==> config.mk <==
export PLATFORM = sky130hd
export DESIGN_NAME = if_fetch
export DESIGN_NICKNAME = d
export VERILOG_FILES = /design/src/rtl/if_fetch_pkg.sv /design/src/rtl/if_skid_reg.sv /design/src/rtl/if_fetch.sv
export SDC_FILE = /design/constraint.sdc
export NUM_CORES = 1
export LEC_CHECK = 0
export CAP_MARGIN = 20
export CORE_ASPECT_RATIO = 1.25
export CORE_MARGIN = 10
export CORE_UTILIZATION = 50
export CTS_CLUSTER_DIAMETER = 150
export DETAILED_ROUTE_END_ITERATION = 10
export GPL_TIMING_DRIVEN = 1
export PLACE_DENSITY = 0.93
export SLEW_MARGIN = 5
export SYNTH_ARGS = -nofsm -noshare
export SYNTH_HDL_FRONTEND = slang
export SYNTH_SLANG_ARGS = --single-unit
==> constraint.sdc <==
create_clock -name clk -period 26.2 [get_ports clk]
set_clock_uncertainty 0.1 [all_clocks]
set_input_delay 5.24 -clock clk [delete_from_list [all_inputs] [get_ports clk]]
set_output_delay 5.24 -clock clk [all_outputs]
set_load 0.02 [all_outputs]
==> src/rtl/if_fetch_pkg.sv <==
// Shared types and constants for the instruction-fetch stage.
package if_fetch_pkg;

  typedef enum logic [1:0] {
    IF_IDLE = 2'd0,
    IF_REQ  = 2'd1,
    IF_WAIT = 2'd2,
    IF_HOLD = 2'd3
  } if_state_e;

  localparam logic [63:0] INST_BYTES = 64'd4;
  localparam logic        STOP       = 1'b1;
  localparam logic        NOSTOP     = 1'b0;
  localparam logic        RSTENABLE  = 1'b1;
  localparam logic [31:0] ZERO_32    = 32'h0;
  localparam logic [63:0] ZERO_64    = 64'h0;

  function automatic logic [63:0] word_align(input logic [63:0] a);
    return {a[63:2], 2'b00};
  endfunction

endpackage

==> src/rtl/if_skid_reg.sv <==
// One-entry {valid, pc, inst} holding register with load and clear.
module if_skid_reg
  import if_fetch_pkg::*;
(
  input  logic        clk,
  input  logic        rst,
  input  logic        load,
  input  logic        clear,
  input  logic [63:0] pc_in,
  input  logic [31:0] inst_in,
  output logic        valid,
  output logic [63:0] pc,
  output logic [31:0] inst
);

  always_ff @(posedge clk) begin
    if (rst == RSTENABLE) begin
      valid <= 1'b0;
    end else if (clear) begin
      valid <= 1'b0;
    end else if (load) begin
      valid <= 1'b1;
    end
  end

  // Payload carries no reset; valid alone qualifies it.
  always_ff @(posedge clk) begin
    if (load && !clear) begin
      pc   <= pc_in;
      inst <= inst_in;
    end
  end

endmodule

==> src/rtl/if_fetch.sv <==
// Instruction-fetch producer: owns the PC, runs one-outstanding req/gnt/rvalid
// fetches and presents {pc, inst} to the IF/ID register, bubbles when empty.
module if_fetch
  import if_fetch_pkg::*;
#(
  parameter logic [63:0] RESET_PC = 64'h0000_0000_0000_0000
) (
  input  logic        clk,
  input  logic        rst,
  input  logic [5:0]  stall,
  input  logic        flush,
  input  logic [63:0] flush_pc,
  input  logic        branch_flag,
  input  logic [63:0] branch_target,
  output logic        imem_req,
  output logic [63:0] imem_addr,
  input  logic        imem_gnt,
  input  logic        imem_rvalid,
  input  logic [31:0] imem_rdata,
  output logic [63:0] pc_pc,
  output logic [31:0] pc_instreg_inst
);

  if_state_e   state, nxt, resume;
  logic [63:0] pc_q, pc_nxt, fetch_addr, tgt;
  logic        kill, kill_nxt, req_q;
  logic        redirect, consume;

  logic        out_v, skid_v;
  logic [63:0] out_pc, skid_pc, out_pc_in;
  logic [31:0] out_inst, skid_inst, out_inst_in;
  logic        out_load, out_clr, skid_load, skid_clr;

  logic [3:0]  unused_stall;
  assign unused_stall = stall[5:2];

  assign redirect = flush | branch_flag;
  assign tgt      = word_align(flush ? flush_pc : branch_target);
  assign consume  = out_v && (stall[1] != STOP);
  assign resume   = (stall[0] == NOSTOP) ? IF_REQ : IF_IDLE;

  always_comb begin
    nxt         = state;
    pc_nxt      = pc_q;
    kill_nxt    = kill;
    out_load    = 1'b0;
    out_pc_in   = fetch_addr;
    out_inst_in = imem_rdata;
    skid_load   = 1'b0;
    skid_clr    = redirect;
    if (redirect) begin
      pc_nxt   = tgt;
      nxt      = IF_REQ;
      kill_nxt = 1'b0;
      // A fetch still in flight must have its response swallowed.
      if ((state == IF_REQ && imem_gnt) || (state == IF_WAIT && !imem_rvalid)) begin
        kill_nxt = 1'b1;
        nxt      = IF_WAIT;
      end
    end else begin
      case (state)
        IF_IDLE: if (stall[0] == NOSTOP) nxt = IF_REQ;
        IF_REQ: begin
          if (imem_gnt) begin
            nxt    = IF_WAIT;
            pc_nxt = pc_q + INST_BYTES;
          end
        end
        IF_WAIT: begin
          if (imem_rvalid) begin
            nxt = resume;
            if (kill) begin
              kill_nxt = 1'b0;
            end else if (!out_v || consume) begin
              out_load = 1'b1;
            end else begin
              skid_load = 1'b1;
              nxt       = IF_HOLD;
            end
          end
        end
        IF_HOLD: begin
          if (consume) begin
            out_load    = 1'b1;
            out_pc_in   = skid_pc;
            out_inst_in = skid_inst;
            skid_clr    = 1'b1;
            nxt         = resume;
          end
        end
        default: nxt = IF_IDLE;
      endcase
    end
    out_clr = redirect || (consume && !out_load);
  end

  always_ff @(posedge clk) begin
    if (rst == RSTENABLE) begin
      state <= IF_IDLE;
      pc_q  <= RESET_PC;
      kill  <= 1'b0;
      req_q <= 1'b0;
    end else begin
      state <= nxt;
      pc_q  <= pc_nxt;
      kill  <= kill_nxt;
      req_q <= (nxt == IF_REQ);
    end
  end

  always_ff @(posedge clk) begin
    if (state == IF_REQ && imem_gnt) fetch_addr <= pc_q;
  end

  if_skid_reg u_out (
    .clk     (clk),
    .rst     (rst),
    .load    (out_load),
    .clear   (out_clr),
    .pc_in   (out_pc_in),
    .inst_in (out_inst_in),
    .valid   (out_v),
    .pc      (out_pc),
    .inst    (out_inst)
  );

  if_skid_reg u_skid (
    .clk     (clk),
    .rst     (rst),
    .load    (skid_load),
    .clear   (skid_clr),
    .pc_in   (fetch_addr),
    .inst_in (imem_rdata),
    .valid   (skid_v),
    .pc      (skid_pc),
    .inst    (skid_inst)
  );

  assign imem_req        = req_q;
  assign imem_addr       = pc_q;
  assign pc_pc           = out_v ? out_pc : ZERO_64;
  assign pc_instreg_inst = out_v ? out_inst : ZERO_32;

  logic unused_skid_v;
  assign unused_skid_v = skid_v;

endmodule
==> impl_metrics.ini <==
[die]
start_util_pct = 50.8
core_um2 = 26900
rows = 67
die_h_um = 205
num_io_pins = 333
die_w_um = 168
die_area_um2 = 34400

[global_route]
overflow = 0
grt_use_total_pct = 23.2
grt_pass1_wl_um = 63100
grt_pass1_vias = 10500
antenna_found_initial = 4
grt_max_degree = 91

[sta]
hold_violations = 0
worst_pin_slew_ns = 1.03
finalSetupViolations = 0
final_max_slew_viol_count = 0
rsz0062_at_grt = false
period_share_pct = 32.0
tns_ns = 0
period_needed_ns = 8.39
relSlewSlack_pct = 31.6
fmax_mhz = 119

[synthesis]
synth-edff-count = 250
synthArstFlopShare_pct = 0
synth_ff_type = edfxtp_1
syn_area_um2 = 13700
synth-seq-cells = 317
ys_types = 54
syn_area_per_cell_um2 = 13.0
ys_seq_area_share_pct = 64.7
synthCells = 1055
synth_warnings = 0

[worst_hold_path]
hold_path_depth = 0
hp-class = reg -> reg
min_to = u_skid.pc[12]$_DFFE_PP_
hp-start = fetch_addr[12]$_DFFE_PP_

[routing]
ant_nets = 0
dr.max_layer_used = met5
wl_per_cell_um = 24.3
met3WireLength_um = 4150
wl_met2_um = 20500
routedLengthMet1_um = 15800
dr.first_iter.drc_count = 920
firstDrtPassIters = 6
vias_per_cell = 5.86
drc = 0
finalWirelength_um = 42000
vias = 10100

[critical_path]
cpMaxStageDelayCell = buf_4
crit_top_cell = buf_4
r2r_end = imem_addr[32]$_SDFFE_PP0P_
cp-end-kind = flop
r2r-start = state[0]$_SDFF_PP0_
path_cells = clkdlybuf4s50_1, buf_4, nor2_2, buf_4, nand2_1, o21ai_4, buf_4
r2r_setup_slack_ns = 22.72
max_stage_delay_ns = 0.83
reg2regPathDepth = 6
start_kind = input port
worst_ep_required_time_ns = 26.27
worstPathArrival_ns = 8.47
criticalPathCategory = in -> reg
path_max_fanout = 67

[cts]
cts_resized = 0
cts.sinks = 317
ctsHoldBuffers = 0
clk_pin_slew_worst_paths_ns = 0.06
cts-root-buf = clkbuf_16
postCtsSetupBuffers = 0
insertion_delay_ns = 0.55
cts_tree = done
numCtsBuffers = 31
cts.path.max_buffers = 3
h-tree-depth = 1

[power_and_ir_drop]
cellPowerDensity_nw_per_um2 = 61.4
ir_drop_v = 0.0000492
p_leak_nw = 6.12

[place]
place_area_um2 = 17200
portBuffers = 320
gp_congestion = 0.904
dpl.hpwl_um = 29400

[status]
status = complete, no violations

[run]
maxCapViolations = 0

[cells_and_area]
final_area_um2 = 18200
final_core_util_pct = 67.5
area_growth_pct = 32.8
fill_cells = 1878
drive_above_1_share_pct = 11.7
nNetsFinal = 1533
==> cell usage in the layout, fill, tap and decap left out, types with 14 or more instances in the layout <==
cell,count
clkbuf_16,32
mux2_2,95
o21ai_0,14
xnor2_1,29
nor4_1,24
dfxtp_1,66
nor3_1,18
a21oi_1,37
inv_1,14
and2_1,96
edfxtp_1,250
nand3_1,33
nand2_1,75
nand4_1,25
clkdlybuf4s50_1,318
mux2i_1,14
o22ai_1,33
xor2_1,18
nor2_1,47
a211oi_1,15
==> worst max-delay path, delay by kind of cell <==
family / cells / cell delay (ns)
buffers and inverters: 4 / 1.91
AOI/OAI and AO/OA: 1 / 0.79
and+or+nand+nor: 2 / 0.39
==> cells by family after synthesis <==
logic type,after synthesis,share of synthesized area (%)
and+or+nand+nor,362,14.3
adders and majority gates,1,0.0915
muxes,109,8.85
other,1,0.0274
DFF,317,64.7
xor gates and xnor gates,47,3.01
AOI/OAI and AO/OA,140,6.62
buffers and inverters,78,2.33
==> sequential cells by signal, summed over array words and instances (netlist names) <==
signal and count:
u_skid.inst 32, u_out.inst 32, u_out.pc 62, state 2, fetch_addr 62, u_out.valid 1, u_skid.pc 62, imem_addr 62
kill 1, imem_req 1
==> where the power goes <==
group          internal (mW)  total, mW  switching (mW)  leakage (nW)
combinational         0.0515     0.0991          0.0476          2.80
clock                  0.255      0.437           0.182         0.480
sequential             0.558      0.577          0.0197          2.84
total                  0.864       1.11           0.250          6.12
==> per-layer routing <==
metal	global-route usage, %	vias to the layer above
li1	-	4574
met1	28.1	4871
met2	38.7	589
met3	6.08	106
met4	9.59	2
met5	0	-
==> worst max path at each step <==
stage                                          to  slack (ns)         from
final                      u_out.pc[30]$_DFFE_PP_       17.81  branch_flag
after floorplan           u_out.inst[0]$_DFFE_PP_       12.76        flush
after detailed placement   u_out.pc[29]$_DFFE_PP_       17.28  branch_flag
after global routing       u_out.pc[30]$_DFFE_PP_       17.63  branch_flag
after CTS                  u_out.pc[29]$_DFFE_PP_       17.85  branch_flag
after global placement     u_out.pc[30]$_DFFE_PP_       17.37  branch_flag
==> layout make-up <==
cell class                      count  area [um2]  share of cell area [%]
Tap cell                          345         432                    2.38
Clock buffer                       44         856                    4.71
Timing Repair Buffer              332        3280                    18.1
Inverter                           15        57.6                   0.317
Multi-Input combinational cell    663        4530                    25.0
Antenna cell                        4        10.0                  0.0551
Clock inverter                     12         129                   0.710
Sequential cell                   317        8850                    48.8
==> through the flow <==
step | hold WS [ns] | instances | setup WS [ns] | power [mW]
final | 0.345 | 1732 | 17.81 | 1.11
after CTS | 0.344 | 1728 | 17.85 | 1.12
after global routing | 0.354 | 1729 | 17.63 | 1.15
after detailed placement | 0.327 | 1672 | 17.28 | 0.685
after global placement | 0.330 | 1672 | 17.37 | 0.682
after floorplan | 0.320 | 1058 | 12.76 | 0.624
==> Yosys cell counts (all sizes together) (4+ instances only) <==
| library cell | number | share of area (%) |
|---|---|---|
| nor4 | 25 | 1.3 |
| o22ai | 33 | 1.5 |
| a222oi | 5 | 0.37 |
| nand3 | 34 | 1.3 |
| inv | 14 | 0.38 |
| dfxtp | 67 | 9.8 |
| a21oi | 37 | 1.4 |
| o211ai | 4 | 0.22 |
| buf | 12 | 0.51 |
| and2 | 96 | 4.4 |
| o21a | 4 | 0.22 |
| and3 | 13 | 0.60 |
| or3 | 4 | 0.18 |
| mux2 | 95 | 7.8 |
| edfxtp | 250 | 55 |
| a211oi | 15 | 0.82 |
| nand4 | 26 | 1.2 |
| clkbuf | 51 | 1.4 |
| o21ai | 15 | 0.55 |
| a22oi | 13 | 0.71 |
| nor2 | 49 | 1.3 |
| nor3 | 22 | 1.0 |
| mux2i | 14 | 1.0 |
| xor2 | 18 | 1.2 |
| and4 | 4 | 0.26 |
| nand2 | 75 | 2.1 |
| xnor2 | 29 | 1.9 |
No activity file was read; power rests on OpenSTA's default activity.
==> patch 1: new RTL, config.mk and constraints unchanged <==
Add an input register stage for `branch_target`; this delays it by one clock. The other inputs are not delayed to match.
--- a/src/rtl/if_fetch.sv
+++ b/src/rtl/if_fetch.sv
@@ -22,4 +22,10 @@
 );
 
+  logic [63:0] branch_target_q;
+
+  always_ff @(posedge clk) begin
+    branch_target_q <= branch_target;
+  end
+
   if_state_e   state, nxt, resume;
   logic [63:0] pc_q, pc_nxt, fetch_addr, tgt;
@@ -36,5 +42,5 @@
 
   assign redirect = flush | branch_flag;
-  assign tgt      = word_align(flush ? flush_pc : branch_target);
+  assign tgt      = word_align(flush ? flush_pc : branch_target_q);
   assign consume  = out_v && (stall[1] != STOP);
   assign resume   = (stall[0] == NOSTOP) ? IF_REQ : IF_IDLE;
Check against the original RTL: not equivalent (a bounded check fails within 4 cycles, from zero or initial values and one cycle with rst high).
==> patch 1 against the original RTL <==
Routed wire length grew 3.9%; design area up 10%; die area is 9.6% higher; synthesized area rose by 11%; worst setup slack worse by 160 ps; combinational power up 8%; sequential cell count increased by 62; cell count up 9.5%; power increased by 20%.
==> patch 1: results (changes against the original RTL) <==
| Metric | Value |
|---|---|
| WL met3 | `3.85 mm (was 4.15 mm)` |
| Register area share after synthesis | `66.6% (was 64.7%)` |
| First-pass GRT wire length | `66.0 mm (was 63.1 mm)` |
| Pin count of the biggest net entering global routing | `80 (was 91)` |
| Final WL | `43.7 mm (was 42.0 mm)` |
| Sequential power | `0.000680 W (was 0.000577 W)` |
| VDD IR max | `0.0522 mV (was 0.0492 mV)` |
| Clock network power share | `41.1% (was 39.3%)` |
| Tot GR Track Use | `22.3% (was 23.2%)` |
| Slew @ Worst Pin | `1100 ps (was 1030 ps)` |
| H-tree levels | `2 (was 1)` |
| Grt met2 use | `37.6% (was 38.7%)` |
| Met3 usage | `5.88% (was 6.08%)` |
| Hold path startpoint | `fetch_addr[60] (was fetch_addr[12])` |
| ANT cells | `0 (was 4)` |
| Layout Nets | `1,639 (was 1,533)` |
| Ranking of synthesized cells by area | `edfxtp_1 (50%), dfxtp_1 (17%), mux2_2 (7.0%), and2_1 (4.0%), nor2_1 (1.8%) (was edfxtp_1 (55%), dfxtp_1 (9.8%), mux2_2 (7.8%), and2_1 (4.4%), nand2_1 (2.1%))` |
| Cell Int Power | `0.00104 W (was 0.000864 W)` |
| Place WS | `17,100 ps (was 17,280 ps)` |
| Status | `finished, final reports clean (unchanged)` |
| Top cells by count, synth | `edfxtp_1 (250), dfxtp_1 (129), and2_1 (97) (was edfxtp_1 (250), and2_1 (96), mux2_2 (95))` |
| Distinct cell type count after synthesis | `66 (was 54)` |
| WL met1 | `16.7 mm (was 15.8 mm)` |
| Detailed Place HPWL | `30.5 mm (was 29.4 mm)` |
| Ratio of cells with drive above 1 in the final layout | `13.0% (was 11.7%)` |
## patch 1: through the flow
| step | cells | cell area (um^2) | total power [W] |
|---|---|---|---|
| 6_report | 1896 | 20000 | 0.00134 |
| 5_1_grt | 1896 | 20000 | 0.00138 |
| 4_1_cts | 1894 | 20000 | 0.00134 |
| 3_5_place_dp | 1826 | 18700 | 0.000798 |
| 3_3_place_gp | 1826 | 18700 | 0.000793 |
| 2_1_floorplan | 1155 | 15200 | 0.000734 |
## patch 1: cell type report
type,instances,area [um^2]
fill,2088,10000
inverter,14,53.8
clock buffer,50,1060
clock inverter,18,205
tap,401,502
multi-input combinational,696,4760
sequential,379,10100
timing repair buffer,338,3320
## patch 1: cells by family after synthesis
family / synth area share [%]
other cells: 0.0248
compound gates: 8.46
xor+xnor: 1.85
simple gates: 13.1
mux: 7.66
fa+ha+maj: 0.0826
buf+inv: 2.18
flops: 66.6
==> patch 2: new RTL, config.mk and constraints unchanged <==
Made on the original files. Encoding of `if_state_e`: now one-hot (4 bits for 4 states).
--- a/src/rtl/if_fetch_pkg.sv
+++ b/src/rtl/if_fetch_pkg.sv
@@ -2,9 +2,9 @@
 package if_fetch_pkg;
 
-  typedef enum logic [1:0] {
-    IF_IDLE = 2'd0,
-    IF_REQ  = 2'd1,
-    IF_WAIT = 2'd2,
-    IF_HOLD = 2'd3
+  typedef enum logic [3:0] {
+    IF_IDLE = 4'b0001,
+    IF_REQ  = 4'b0010,
+    IF_WAIT = 4'b0100,
+    IF_HOLD = 4'b1000
   } if_state_e;
 
Check against the original RTL: no difference found for any inputs over 4 cycles, from zero or initial values and one cycle with rst high; so few cycles prove little.
==> patch 2 against the original RTL <==
First-iteration DRC count is 16% higher; power is 0.26% higher; highest routed layer is now met4; design area is 1.2% higher; sequential cell count is 2 higher; routed wire length is 3.4% lower; die area is 0.56% higher; worst setup slack better by 50 ps; register-to-register slack worse by 660 ps; synthesized area is 0.63% higher.
==> patch 2: results (changes against the original RTL) <==
| Metric | Value |
|---|---|
| Status | `finished, final reports clean (unchanged)` |
| Reg2Reg Depth | `5 (was 6)` |
| Ratio of cells with drive above 1 in the final layout | `13.4% (was 11.7%)` |
| Synth Area in Compound Gates | `7.17% (was 6.62%)` |
| Reg2reg start | `u_out.valid (was state[0])` |
| Layout Nets | `1,541 (was 1,533)` |
| Post-CTS sizing | `0 (unchanged)` |
| Distinct cell type count after synthesis | `60 (was 54)` |
| Detailed Place HPWL | `29.0 mm (was 29.4 mm)` |
| Input/output buffers | `320 (unchanged)` |
| Via count | `10.0k (was 10.1k)` |
| DRT iter0 DRCs | `1,065 (was 920)` |
| Most used DFF post-synth | `edfxtp_1 (unchanged)` |
| Leak | `6.16 nW (was 6.12 nW)` |
| Crit-path max cell delay | `710 ps (was 830 ps)` |
| Critical Path Fanout Max | `55 (was 67)` |
| Max_slew headroom | `26.4% (was 31.6%)` |
| Register area share after synthesis | `64.6% (was 64.7%)` |
| Ys async rst share | `0% (unchanged)` |
| FF-to-FF setup slack | `22,060 ps (was 22,720 ps)` |
| Initial antenna violation count | `4 (unchanged)` |
| Mux cell area share after synthesis | `8.79% (was 8.85%)` |
| Number of flops mapped to enable cells by yosys | `250 (unchanged)` |
| H-tree levels | `1 (unchanged)` |
| Placer Congestion | `0.885 (was 0.904)` |
| Post-Synth XOR/XNOR Area | `3.12% (was 3.01%)` |
| Slew Viols, Final | `0 (unchanged)` |
| Setup Fix Bufs, Post-CTS | `0 (unchanged)` |
| Crit path DAT | `8420 ps (was 8470 ps)` |
| Adder-cell share of the synthesized area | `0.0910% (was 0.0915%)` |
| Clock latency on the worst-skew pair | `550 ps (about the same)` |
| Synth warn | `0 (unchanged)` |
| Placed inst area | `17,300 um^2 (was 17,200 um^2)` |
| Ranking of synthesized cells by area | `edfxtp_1 (55%), dfxtp_1 (10%), mux2_2 (7.7%), and2_1 (4.4%), xnor2_1 (2.1%) (was edfxtp_1 (55%), dfxtp_1 (9.8%), mux2_2 (7.8%), and2_1 (4.4%), nand2_1 (2.1%))` |
| Pre-antenna DRT Iters | `5 (was 6)` |
| Tot GR Track Use | `22.3% (was 23.2%)` |
| Slowest CP cell | `nand2_4 (was buf_4)` |
| WL/cell | `23.3 um (was 24.3 um)` |
| Top cells by count, synth | `edfxtp_1 (250), and2_1 (96), mux2_2 (94) (was edfxtp_1 (250), and2_1 (96), mux2_2 (95))` |
| Clock root cell | `clkbuf_16 (unchanged)` |
| VDD IR max | `0.0458 mV (was 0.0492 mV)` |
| Number of buffers created by CTS | `30 (was 31)` |
| Critical Path Sink | `u_out.pc[52] (was u_out.pc[30])` |
| First-pass GRT wire length | `61.0 mm (was 63.1 mm)` |
| Pin count of the biggest net entering global routing | `63 (was 91)` |
-- patch 2: changes by cell type after synthesis, sizes merged, moves of 7 or more --
cell	change
and3	-7
clkbuf	-7
inv	+7
nand2	-10
nor3	+8
nor4	-11
o21ai	+13
-- patch 2: logic make-up (layout without fill, tap and decap cells) --
family	Yosys count	count (layout)
flip-flops	319	319
XOR/XNOR	49	49
buffers and inverters	78	412
adder cells (fa/ha/maj)	1	1
AND/OR/NAND/NOR	338	338
multiplexers	109	109
AO/OA/AOI/OAI	160	160
other	1	9
-- patch 2: how the worst min path moves through the flow --
stage                               from             to  slack [ps]  cells past startpoint
after floorplan           fetch_addr[10]  u_skid.pc[10]         320                      0
after global placement    fetch_addr[46]  u_skid.pc[46]         320                      0
after detailed placement  fetch_addr[31]  u_skid.pc[31]         340                      0
after CTS                 fetch_addr[52]  u_skid.pc[52]         330                      0
after global routing      fetch_addr[52]  u_skid.pc[52]         360                      0
final                     fetch_addr[52]  u_skid.pc[52]         340                      0
-- patch 2: where the power goes --
part	total, W	internal, W	switching [W]
registers	0.000571	0.000555	0.0000167
clock network	0.000450	0.000267	0.000184
logic	0.0000949	0.0000500	0.0000449
total	0.00112	0.000871	0.000245
-- patch 2: stage by stage --
step | util, % | std cells | setup slack [ps] | hold WS, ps | power [W]
final | 68.1 | 1742 | 17860 | 336 | 0.00112
after global routing | 68.1 | 1741 | 17700 | 356 | 0.00115
after CTS | 68.0 | 1737 | 17890 | 334 | 0.00112
after detailed placement | 64.2 | 1681 | 17320 | 337 | 0.000675
after global placement | 64.1 | 1680 | 17400 | 324 | 0.000672
after floorplan | - | 1058 | 15430 | 320 | 0.000618
-- patch 2: routing by layer --
metal  GRT usage (%)  vias to the layer above  wire length (um)
met5               0                        -                 0
met4            12.0                        0              2240
met3            5.50                      136              3640
met2            37.5                      575             19900
met1            25.7                     4765             14800
li1                -                     4564                 -
-- patch 2: cell type report --
| type | count | area [um^2] |
|---|---|---|
| Timing Repair Buffer | 334 | 3310 |
| Sequential cell | 319 | 8890 |
| Clock inverter | 17 | 195 |
| Multi-Input combinational cell | 661 | 4600 |
| Inverter | 22 | 83.8 |
| Tap cell | 345 | 432 |
| Antenna cell | 5 | 12.5 |
| Fill cell | 1872 | 8620 |
| Clock buffer | 39 | 846 |
-- patch 2: worst reg2reg max path, delay by kind of cell (launching register included) --
family	cells	cell delay, ps
simple gates	3	1620
flops	1	770
buf+inv	2	1190
